**config.mk**
```make
export PLATFORM = sky130hd
export DESIGN_NAME = osd_ctm_event_sched_flat
export DESIGN_NICKNAME = d
export VERILOG_FILES = /design/src/rtl/osd_ctm_pkg.sv /design/src/rtl/osd_ctm_event_sched_if.sv /design/src/rtl/osd_ctm_event_fifo.sv /design/src/rtl/osd_ctm_event_sched.sv /design/src/flat_wrapper.sv
export SDC_FILE = /design/constraint.sdc
export NUM_CORES = 1
export LEC_CHECK = 0
export CORE_MARGIN = 3
export CORE_UTILIZATION = 35
export CTS_CLUSTER_DIAMETER = 40
export DETAILED_ROUTE_END_ITERATION = 12
export DONT_BUFFER_PORTS = 1
export GPL_TIMING_DRIVEN = 1
export PLACE_DENSITY_LB_ADDON = 0.15
export SLEW_MARGIN = 0
export SYNTH_ARGS = -nofsm -noshare
export SYNTH_HDL_FRONTEND = slang
export SYNTH_SLANG_ARGS = --single-unit
```
**constraint.sdc**
```tcl
create_clock -name clk -period 13.5 [get_ports clk]
set_input_delay 2.7 -clock clk [delete_from_list [all_inputs] [get_ports clk]]
set_output_delay 2.7 -clock clk [all_outputs]
set_load 0.03 [all_outputs]
```
**src/rtl/osd_ctm_pkg.sv**
```systemverilog
// Shared types and constants for the CTM event scheduler: packet type codes,
// flag bit positions and the buffered trace event record.
package osd_ctm_pkg;

    localparam int unsigned MAX_ADDR_WIDTH = 64;
    localparam int unsigned MAX_TIME_WIDTH = 64;

    localparam logic [1:0] EV_TYPE  = 2'b01;
    localparam logic [1:0] OVF_TYPE = 2'b10;

    localparam int unsigned FLG_CSR      = 0;
    localparam int unsigned FLG_BR_TAKEN = 1;
    localparam int unsigned FLG_JAL      = 2;
    localparam int unsigned FLG_JALR     = 3;
    localparam int unsigned FLG_TRAP     = 4;
    localparam int unsigned FLG_XCPT     = 5;
    localparam int unsigned NUM_FLAGS    = 6;

    // Fields are sized for the widest supported build; narrower builds zero-extend.
    typedef struct packed {
        logic [MAX_ADDR_WIDTH-1:0] pc;
        logic [MAX_ADDR_WIDTH-1:0] npc;
        logic [MAX_TIME_WIDTH-1:0] timestamp;
        logic [1:0]                prv;
        logic [NUM_FLAGS-1:0]      flags;
    } trace_event_t;

    function automatic logic [15:0] word16(input logic [63:0] v, input logic [1:0] idx);
        return v[{idx, 4'b0000} +: 16];
    endfunction

endpackage

```
**src/rtl/osd_ctm_event_sched_if.sv**
```systemverilog
// DII flit link: valid/last/data from the scheduler, ready back from the interconnect.
interface osd_ctm_event_sched_if;

    logic        valid;
    logic        last;
    logic [15:0] data;
    logic        ready;

    modport master (output valid, output last, output data, input ready);
    modport slave  (input valid, input last, input data, output ready);

endinterface

```
**src/rtl/osd_ctm_event_fifo.sv**
```systemverilog
// Synchronous FIFO of trace events; caller must not push when full unless popping.
module osd_ctm_event_fifo
    import osd_ctm_pkg::*;
#(
    parameter int unsigned FIFO_DEPTH = 4
) (
    input  logic         clk,
    input  logic         rst,
    input  logic         push,
    input  trace_event_t wdata,
    input  logic         pop,
    output trace_event_t head,
    output logic         full,
    output logic         empty
);

    localparam int unsigned PW = $clog2(FIFO_DEPTH);
    localparam logic [PW:0] DEPTH_CNT = (PW + 1)'(FIFO_DEPTH);

    trace_event_t  mem [FIFO_DEPTH];
    logic [PW-1:0] wptr_q, wptr_d;
    logic [PW-1:0] rptr_q, rptr_d;
    logic [PW:0]   count_q, count_d;
    logic          do_pop;

    assign full   = (count_q == DEPTH_CNT);
    assign empty  = (count_q == '0);
    assign head   = mem[rptr_q];
    assign do_pop = pop & ~empty;

    always_comb begin
        wptr_d  = wptr_q;
        rptr_d  = rptr_q;
        count_d = count_q;
        if (push) begin
            wptr_d = wptr_q + 1'b1;
        end
        if (do_pop) begin
            rptr_d = rptr_q + 1'b1;
        end
        if (push && !do_pop) begin
            count_d = count_q + 1'b1;
        end else if (!push && do_pop) begin
            count_d = count_q - 1'b1;
        end
    end

    always_ff @(posedge clk or negedge rst) begin
        if (!rst) begin
            wptr_q  <= '0;
            rptr_q  <= '0;
            count_q <= '0;
        end else begin
            wptr_q  <= wptr_d;
            rptr_q  <= rptr_d;
            count_q <= count_d;
        end
    end

    always_ff @(posedge clk) begin
        if (push) begin
            mem[wptr_q] <= wdata;
        end
    end

endmodule

```
**src/rtl/osd_ctm_event_sched.sv**
```systemverilog
// CTM event scheduler: filters retired-instruction events, buffers them and emits DII
// trace packets. Define OSD_CTM_OVERFLOW_PKT_EN to report dropped events in overflow packets.
module osd_ctm_event_sched
    import osd_ctm_pkg::*;
#(
    parameter int unsigned ADDR_WIDTH = 64,
    parameter int unsigned TIME_WIDTH = 64,
    parameter int unsigned FIFO_DEPTH = 4
) (
    input  logic                  clk,
    input  logic                  rst,
    input  logic [9:0]            id,
    input  logic [9:0]            cfg_dest,
    input  logic                  cfg_enable,
    input  logic [5:0]            cfg_mask,
    input  logic                  trace_valid,
    input  logic [ADDR_WIDTH-1:0] trace_pc,
    input  logic [ADDR_WIDTH-1:0] trace_npc,
    input  logic                  trace_jal,
    input  logic                  trace_jalr,
    input  logic                  trace_branch,
    input  logic                  trace_br_taken,
    input  logic                  trace_trap,
    input  logic                  trace_xcpt,
    input  logic                  trace_csr,
    input  logic [1:0]            trace_prv,
    input  logic [TIME_WIDTH-1:0] trace_time,
    osd_ctm_event_sched_if.master debug_out,
    output logic                  busy
);

    localparam logic [1:0] AW_LAST = 2'(ADDR_WIDTH / 16 - 1);
    localparam logic [1:0] TW_LAST = 2'(TIME_WIDTH / 16 - 1);

`ifdef OSD_CTM_OVERFLOW_PKT_EN
    typedef enum logic [2:0] {
        StIdle, StDest, StSrc, StType, StPc, StNpc, StTime, StOvfCnt
    } state_e;
`else
    typedef enum logic [2:0] {
        StIdle, StDest, StSrc, StType, StPc, StNpc, StTime
    } state_e;
`endif

    state_e       state_q, state_d;
    logic [1:0]   cnt_q, cnt_d;
    logic [9:0]   dest_q, id_q;
    logic         start;

    logic [NUM_FLAGS-1:0] flags;
    logic         capture;
    trace_event_t ev;
    trace_event_t head;
    logic         fifo_push, fifo_pop, fifo_full, fifo_empty;
    logic         accept;

`ifdef OSD_CTM_OVERFLOW_PKT_EN
    logic         ovf_sel_q;
    logic [15:0]  ovf_val_q;
    logic [15:0]  ovf_cnt_q, ovf_cnt_d;
    logic         ovf_start;
    logic         drop;
`endif

    always_comb begin
        flags               = '0;
        flags[FLG_CSR]      = trace_csr;
        flags[FLG_BR_TAKEN] = trace_branch & trace_br_taken;
        flags[FLG_JAL]      = trace_jal;
        flags[FLG_JALR]     = trace_jalr;
        flags[FLG_TRAP]     = trace_trap;
        flags[FLG_XCPT]     = trace_xcpt;
    end

    always_comb begin
        ev                             = '0;
        ev.pc[ADDR_WIDTH-1:0]          = trace_pc;
        ev.npc[ADDR_WIDTH-1:0]         = trace_npc;
        ev.timestamp[TIME_WIDTH-1:0]   = trace_time;
        ev.prv                         = trace_prv;
        ev.flags                       = flags;
    end

    assign capture   = trace_valid & cfg_enable & (|(flags & cfg_mask));
    // A pop in the same cycle frees the slot, so a full FIFO still accepts the push.
    assign fifo_push = capture & (~fifo_full | fifo_pop);
    assign accept    = debug_out.ready;

    osd_ctm_event_fifo #(
        .FIFO_DEPTH (FIFO_DEPTH)
    ) u_fifo (
        .clk   (clk),
        .rst   (rst),
        .push  (fifo_push),
        .wdata (ev),
        .pop   (fifo_pop),
        .head  (head),
        .full  (fifo_full),
        .empty (fifo_empty)
    );

    always_comb begin
        state_d  = state_q;
        cnt_d    = cnt_q;
        start    = 1'b0;
        fifo_pop = 1'b0;
`ifdef OSD_CTM_OVERFLOW_PKT_EN
        ovf_start = 1'b0;
`endif
        unique case (state_q)
            StIdle: begin
`ifdef OSD_CTM_OVERFLOW_PKT_EN
                if (ovf_cnt_q != '0) begin
                    state_d   = StDest;
                    start     = 1'b1;
                    ovf_start = 1'b1;
                end else
`endif
                if (!fifo_empty) begin
                    state_d = StDest;
                    start   = 1'b1;
                end
            end
            StDest: if (accept) state_d = StSrc;
            StSrc:  if (accept) state_d = StType;
            StType: begin
                if (accept) begin
                    cnt_d   = '0;
                    state_d = StPc;
`ifdef OSD_CTM_OVERFLOW_PKT_EN
                    if (ovf_sel_q) state_d = StOvfCnt;
`endif
                end
            end
            StPc: begin
                if (accept) begin
                    cnt_d = cnt_q + 2'd1;
                    if (cnt_q == AW_LAST) begin
                        cnt_d   = '0;
                        state_d = StNpc;
                    end
                end
            end
            StNpc: begin
                if (accept) begin
                    cnt_d = cnt_q + 2'd1;
                    if (cnt_q == AW_LAST) begin
                        cnt_d   = '0;
                        state_d = StTime;
                    end
                end
            end
            StTime: begin
                if (accept) begin
                    cnt_d = cnt_q + 2'd1;
                    if (cnt_q == TW_LAST) begin
                        cnt_d    = '0;
                        fifo_pop = 1'b1;
                        state_d  = StIdle;
                    end
                end
            end
`ifdef OSD_CTM_OVERFLOW_PKT_EN
            StOvfCnt: if (accept) state_d = StIdle;
`endif
            default: state_d = StIdle;
        endcase
    end

`ifdef OSD_CTM_OVERFLOW_PKT_EN
    assign drop = capture & ~fifo_push;

    // Clear happens first so a drop coinciding with the sample leaves a count of one.
    always_comb begin
        ovf_cnt_d = ovf_cnt_q;
        if (ovf_start) begin
            ovf_cnt_d = '0;
        end
        if (drop && ovf_cnt_d != 16'hFFFF) begin
            ovf_cnt_d = ovf_cnt_d + 16'd1;
        end
    end
`endif

    always_ff @(posedge clk or negedge rst) begin
        if (!rst) begin
            state_q   <= StIdle;
            cnt_q     <= '0;
            dest_q    <= '0;
            id_q      <= '0;
`ifdef OSD_CTM_OVERFLOW_PKT_EN
            ovf_sel_q <= 1'b0;
            ovf_val_q <= '0;
            ovf_cnt_q <= '0;
`endif
        end else begin
            state_q <= state_d;
            cnt_q   <= cnt_d;
            if (start) begin
                dest_q <= cfg_dest;
                id_q   <= id;
`ifdef OSD_CTM_OVERFLOW_PKT_EN
                ovf_sel_q <= ovf_start;
                ovf_val_q <= ovf_cnt_q;
`endif
            end
`ifdef OSD_CTM_OVERFLOW_PKT_EN
            ovf_cnt_q <= ovf_cnt_d;
`endif
        end
    end

    always_comb begin
        debug_out.valid = (state_q != StIdle);
        debug_out.last  = 1'b0;
        debug_out.data  = '0;
        unique case (state_q)
            StIdle: ;
            StDest: debug_out.data = {6'b0, dest_q};
            StSrc:  debug_out.data = {6'b0, id_q};
            StType: begin
                debug_out.data = {EV_TYPE, 6'b0, head.prv, head.flags};
`ifdef OSD_CTM_OVERFLOW_PKT_EN
                if (ovf_sel_q) debug_out.data = {OVF_TYPE, 14'b0};
`endif
            end
            StPc:   debug_out.data = word16(head.pc, cnt_q);
            StNpc:  debug_out.data = word16(head.npc, cnt_q);
            StTime: begin
                debug_out.data = word16(head.timestamp, cnt_q);
                debug_out.last = (cnt_q == TW_LAST);
            end
`ifdef OSD_CTM_OVERFLOW_PKT_EN
            StOvfCnt: begin
                debug_out.data = ovf_val_q;
                debug_out.last = 1'b1;
            end
`endif
            default: ;
        endcase
    end

    assign busy = (state_q != StIdle) | ~fifo_empty;

endmodule

```
**src/flat_wrapper.sv**
```systemverilog
// flat-port wrapper written by rule: the top's interface ports become plain ports
module osd_ctm_event_sched_flat import osd_ctm_pkg::*;
#(
    parameter int unsigned ADDR_WIDTH = 64,
    parameter int unsigned TIME_WIDTH = 64,
    parameter int unsigned FIFO_DEPTH = 4
)
  (clk, rst, id, cfg_dest, cfg_enable, cfg_mask, trace_valid, trace_pc, trace_npc, trace_jal, trace_jalr, trace_branch, trace_br_taken, trace_trap, trace_xcpt, trace_csr, trace_prv, trace_time, busy, debug_out_valid, debug_out_last, debug_out_data, debug_out_ready);
  osd_ctm_event_sched_if debug_out_i ();
  input  logic clk;
  input  logic rst;
  input  logic [9:0] id;
  input  logic [9:0] cfg_dest;
  input  logic cfg_enable;
  input  logic [5:0] cfg_mask;
  input  logic trace_valid;
  input  logic [ADDR_WIDTH-1:0] trace_pc;
  input  logic [ADDR_WIDTH-1:0] trace_npc;
  input  logic trace_jal;
  input  logic trace_jalr;
  input  logic trace_branch;
  input  logic trace_br_taken;
  input  logic trace_trap;
  input  logic trace_xcpt;
  input  logic trace_csr;
  input  logic [1:0] trace_prv;
  input  logic [TIME_WIDTH-1:0] trace_time;
  output logic busy;
  output wire logic [$bits(debug_out_i.valid)-1:0] debug_out_valid;
  output wire logic [$bits(debug_out_i.last)-1:0] debug_out_last;
  output wire logic [$bits(debug_out_i.data)-1:0] debug_out_data;
  input wire logic [$bits(debug_out_i.ready)-1:0] debug_out_ready;
  assign debug_out_valid = debug_out_i.valid;
  assign debug_out_last = debug_out_i.last;
  assign debug_out_data = debug_out_i.data;
  assign debug_out_i.ready = debug_out_ready;
  osd_ctm_event_sched #(.ADDR_WIDTH(ADDR_WIDTH), .TIME_WIDTH(TIME_WIDTH), .FIFO_DEPTH(FIFO_DEPTH)) u_core (.clk(clk), .rst(rst), .id(id), .cfg_dest(cfg_dest), .cfg_enable(cfg_enable), .cfg_mask(cfg_mask), .trace_valid(trace_valid), .trace_pc(trace_pc), .trace_npc(trace_npc), .trace_jal(trace_jal), .trace_jalr(trace_jalr), .trace_branch(trace_branch), .trace_br_taken(trace_br_taken), .trace_trap(trace_trap), .trace_xcpt(trace_xcpt), .trace_csr(trace_csr), .trace_prv(trace_prv), .trace_time(trace_time), .debug_out(debug_out_i), .busy(busy));
endmodule
```
==> out/metrics.yaml <==
cts-buffers-inserted: 120
antenna_left: 0
synth-main-ff-cell: "edfxtp_1"
crit_start: "u_core.u_fifo.rptr_q[0]"
fmax_mhz: 125
htreeDepth: 3
grt_pass1_vias: 16600
gp_congestion: 0.744
grt_max_degree: 116
post-route-drc-count: 0
synth_nets: 1776
critPathCapture: "debug_out_data[0]"
synth.distinct_cells: 53
detailroute.via_count: 15900
clkLatencyLatePin_ns: 0.69
dr.pass1.iters: 5
required_ns: 10.80
hp-class: "flip-flop to flip-flop"
p_leak_nw: 11.6
power.density_mw_per_mm2: 202
rsz0062_at_grt: "false"
worst_pin_slew_ns: 1.12
cts-root-buf: "clkbuf_16"
finalSetupViolCount: 0
critPathLaunchType: "flip-flop"
path_clk_slew_ns: 0.05
overflow: 0
worstReg2RegStart: "u_core.cnt_q[0]"
die_w_um: 312
irDropWorstVdd_mv: 0.112
finalWirelength_um: 87200
grt_first_pass_wirelength_um: 124000
critical_path_class: "flip-flop to primary output"
crit-reg2reg-capture: "u_core.u_fifo.mem[0][54]"
cp_max_fo: 43
finalSetupTns_ns: 0
period_share_pct: 59.4
synth_warnings: 0
die_y_um: 312
outcome: "finished, final reports clean"
dieArea_sq_mm: 0.0976
core_area_sq_mm: 0.0924
start_util_pct: 35.6
synth_area_sq_mm: 0.0329
port_buffers: 0
clkSinkCount: 832
cap_viol_max_count: 0
synth.avg_cell_area_sq_um: 21.4
utilization_pct: 41.3
synth_common_cells: "800 x edfxtp_1, 208 x mux4_2, 55 x a21oi_1"
rows: 111
ff2ff_path_depth: 9
wl_per_cell_um: 29.5
worstPathArrival_ns: 5.32
yosysSeqAreaShare_pct: 75.5
fin_nets: 1830
synth_edf_count: 800
synth-seq-cells: 832
post_cts_buffers: 0
syn_inst: 1537
clockBufferDepth: 3
drive_gt1_share_pct: 28.4
yosysMostFrequentCell: "edfxtp_1"
dp_hpwl_um: 53400
io-pin-count: 251
hold_viol_final: 0
slew_violations: 0
cts-resized-gates: 0
synthToLayoutAreaGrowth_pct: 15.9
antenna_found_initial: 18
finalClockSkew_ns: 0.0312
drt_iter0_drc: 1311
max_slew_margin_pct: 25.1
grt_use_total_pct: 17.8
hold_buffers: 0
synth_area_leader_cell: "edfxtp_1"
ys_top_cells_by_area: "edfxtp_1 73%, mux4_2 14%, dfrtp_1 2.4%, mux2_2 1.3%, a21oi_1 0.84%"
viasPerCell: 5.36
period_minus_slack_ns: 8.02
end_kind: "primary output"
yosysTopAreaCellShare_pct: 73.1
tritoncts: "done"
regToRegSetupSlack_ns: 8.21
synthArstFlopShare_pct: 3.85
cell families (layout without fill, tap and decap cells):
| group | after synthesis | after routing | synth area share, % |
|---|---|---|---|
| multiplexers | 249 | 249 | 15.6 |
| XOR/XNOR | 7 | 7 | 0.187 |
| other | 0 | 22 | 0 |
| flip-flops | 832 | 832 | 75.5 |
| adder cells (fa/ha/maj) | 7 | 7 | 0.289 |
| AO/OA/AOI/OAI | 236 | 236 | 4.81 |
| AND/OR/NAND/NOR | 94 | 94 | 1.56 |
| buffers and inverters | 112 | 266 | 1.99 |
layout make-up:
cell class | instances | area, sq um
Fill cell | 8077 | 54300
Tap cell | 1243 | 1560
Sequential cell | 832 | 24800
Clock buffer | 134 | 3060
Multi-Input combinational cell | 593 | 7430
Timing Repair Buffer | 29 | 268
Inverter | 15 | 56.3
Clock inverter | 88 | 852
Antenna cell | 22 | 55.1
where the power goes:
group / internal, mW / switching, mW / leakage [nW]
Combinational: 0.537 / 0.938 / 2.13
Clock: 1.83 / 1.17 / 1.87
Sequential: 3.11 / 0.100 / 7.62
cell usage in the layout, fill, tap and decap left out, drive strengths merged, types with 9 or more instances in the layout:
cell / synthesis / layout
diode: 0 / 22
o22ai: 22 / 22
edfxtp: 800 / 800
and2: 9 / 9
clkinv: 0 / 39
nand2: 33 / 33
bufinv: 0 / 10
clkinvlp: 0 / 16
buf: 64 / 29
a221o: 10 / 10
clkbuf: 33 / 134
o21ai: 38 / 38
mux4: 208 / 208
nor2b: 12 / 12
a21oi: 55 / 55
mux2: 38 / 38
a22o: 13 / 13
nand2b: 9 / 9
a22oi: 29 / 29
or3: 10 / 10
inv: 15 / 38
a211oi: 32 / 32
dfrtp: 32 / 32
o31ai: 9 / 9
registers in the layout, summed over array words and instances (netlist names):
signal                 count
u_core.u_fifo.mem        800
u_core.cnt_q               2
u_core.u_fifo.rptr_q       2
u_core.id_q               10
u_core.dest_q             10
u_core.u_fifo.count_q      3
u_core.state_q             3
u_core.u_fifo.wptr_q       2
per-layer routing:
layer / wire length (um) / GRT usage [%]
met1: 35600 / 22.8
met2: 40900 / 27.5
met3: 8610 / 7.40
met4: 2050 / 5.34
met5: 45 / 1.14
how the worst min path moves through the flow:
stage | endpoint | start | cells after the start | slack [ns]
after floorplan | u_core.u_fifo.count_q[2] | u_core.u_fifo.count_q[2] | 1 | 0.48
after global placement | u_core.u_fifo.count_q[2] | u_core.u_fifo.count_q[2] | 1 | 0.49
after detailed placement | u_core.id_q[1] | u_core.id_q[1] | 1 | 0.50
after CTS | u_core.id_q[6] | u_core.id_q[6] | 1 | 0.51
after global routing | u_core.id_q[6] | u_core.id_q[6] | 1 | 0.52
final | u_core.id_q[6] | u_core.id_q[6] | 1 | 0.51
stage by stage:
stage	hold WS [ns]	setup slack, ns	power (mW)	instance area [sq um]	std cells
floorplan	0.476	4.95	4.33	32900	1537
global placement	0.493	6.07	4.77	34100	2712
detailed placement	0.497	6.05	4.78	34100	2712
CTS	0.511	5.29	7.80	38000	2934
global route	0.522	5.05	8.02	38100	2939
finish	0.509	5.48	7.69	38100	2956
critical path, stage by stage, from the launching register on:
cell,delay (ns)
dfrtp_4,0.88
buf_4,0.78
buf_4,0.82
mux4_2,0.39
a21oi_1,0.07
a221oi_1,0.74
o21ai_1,0.16
o21ai_1,0.69
(Power assumes the default switching activity.)
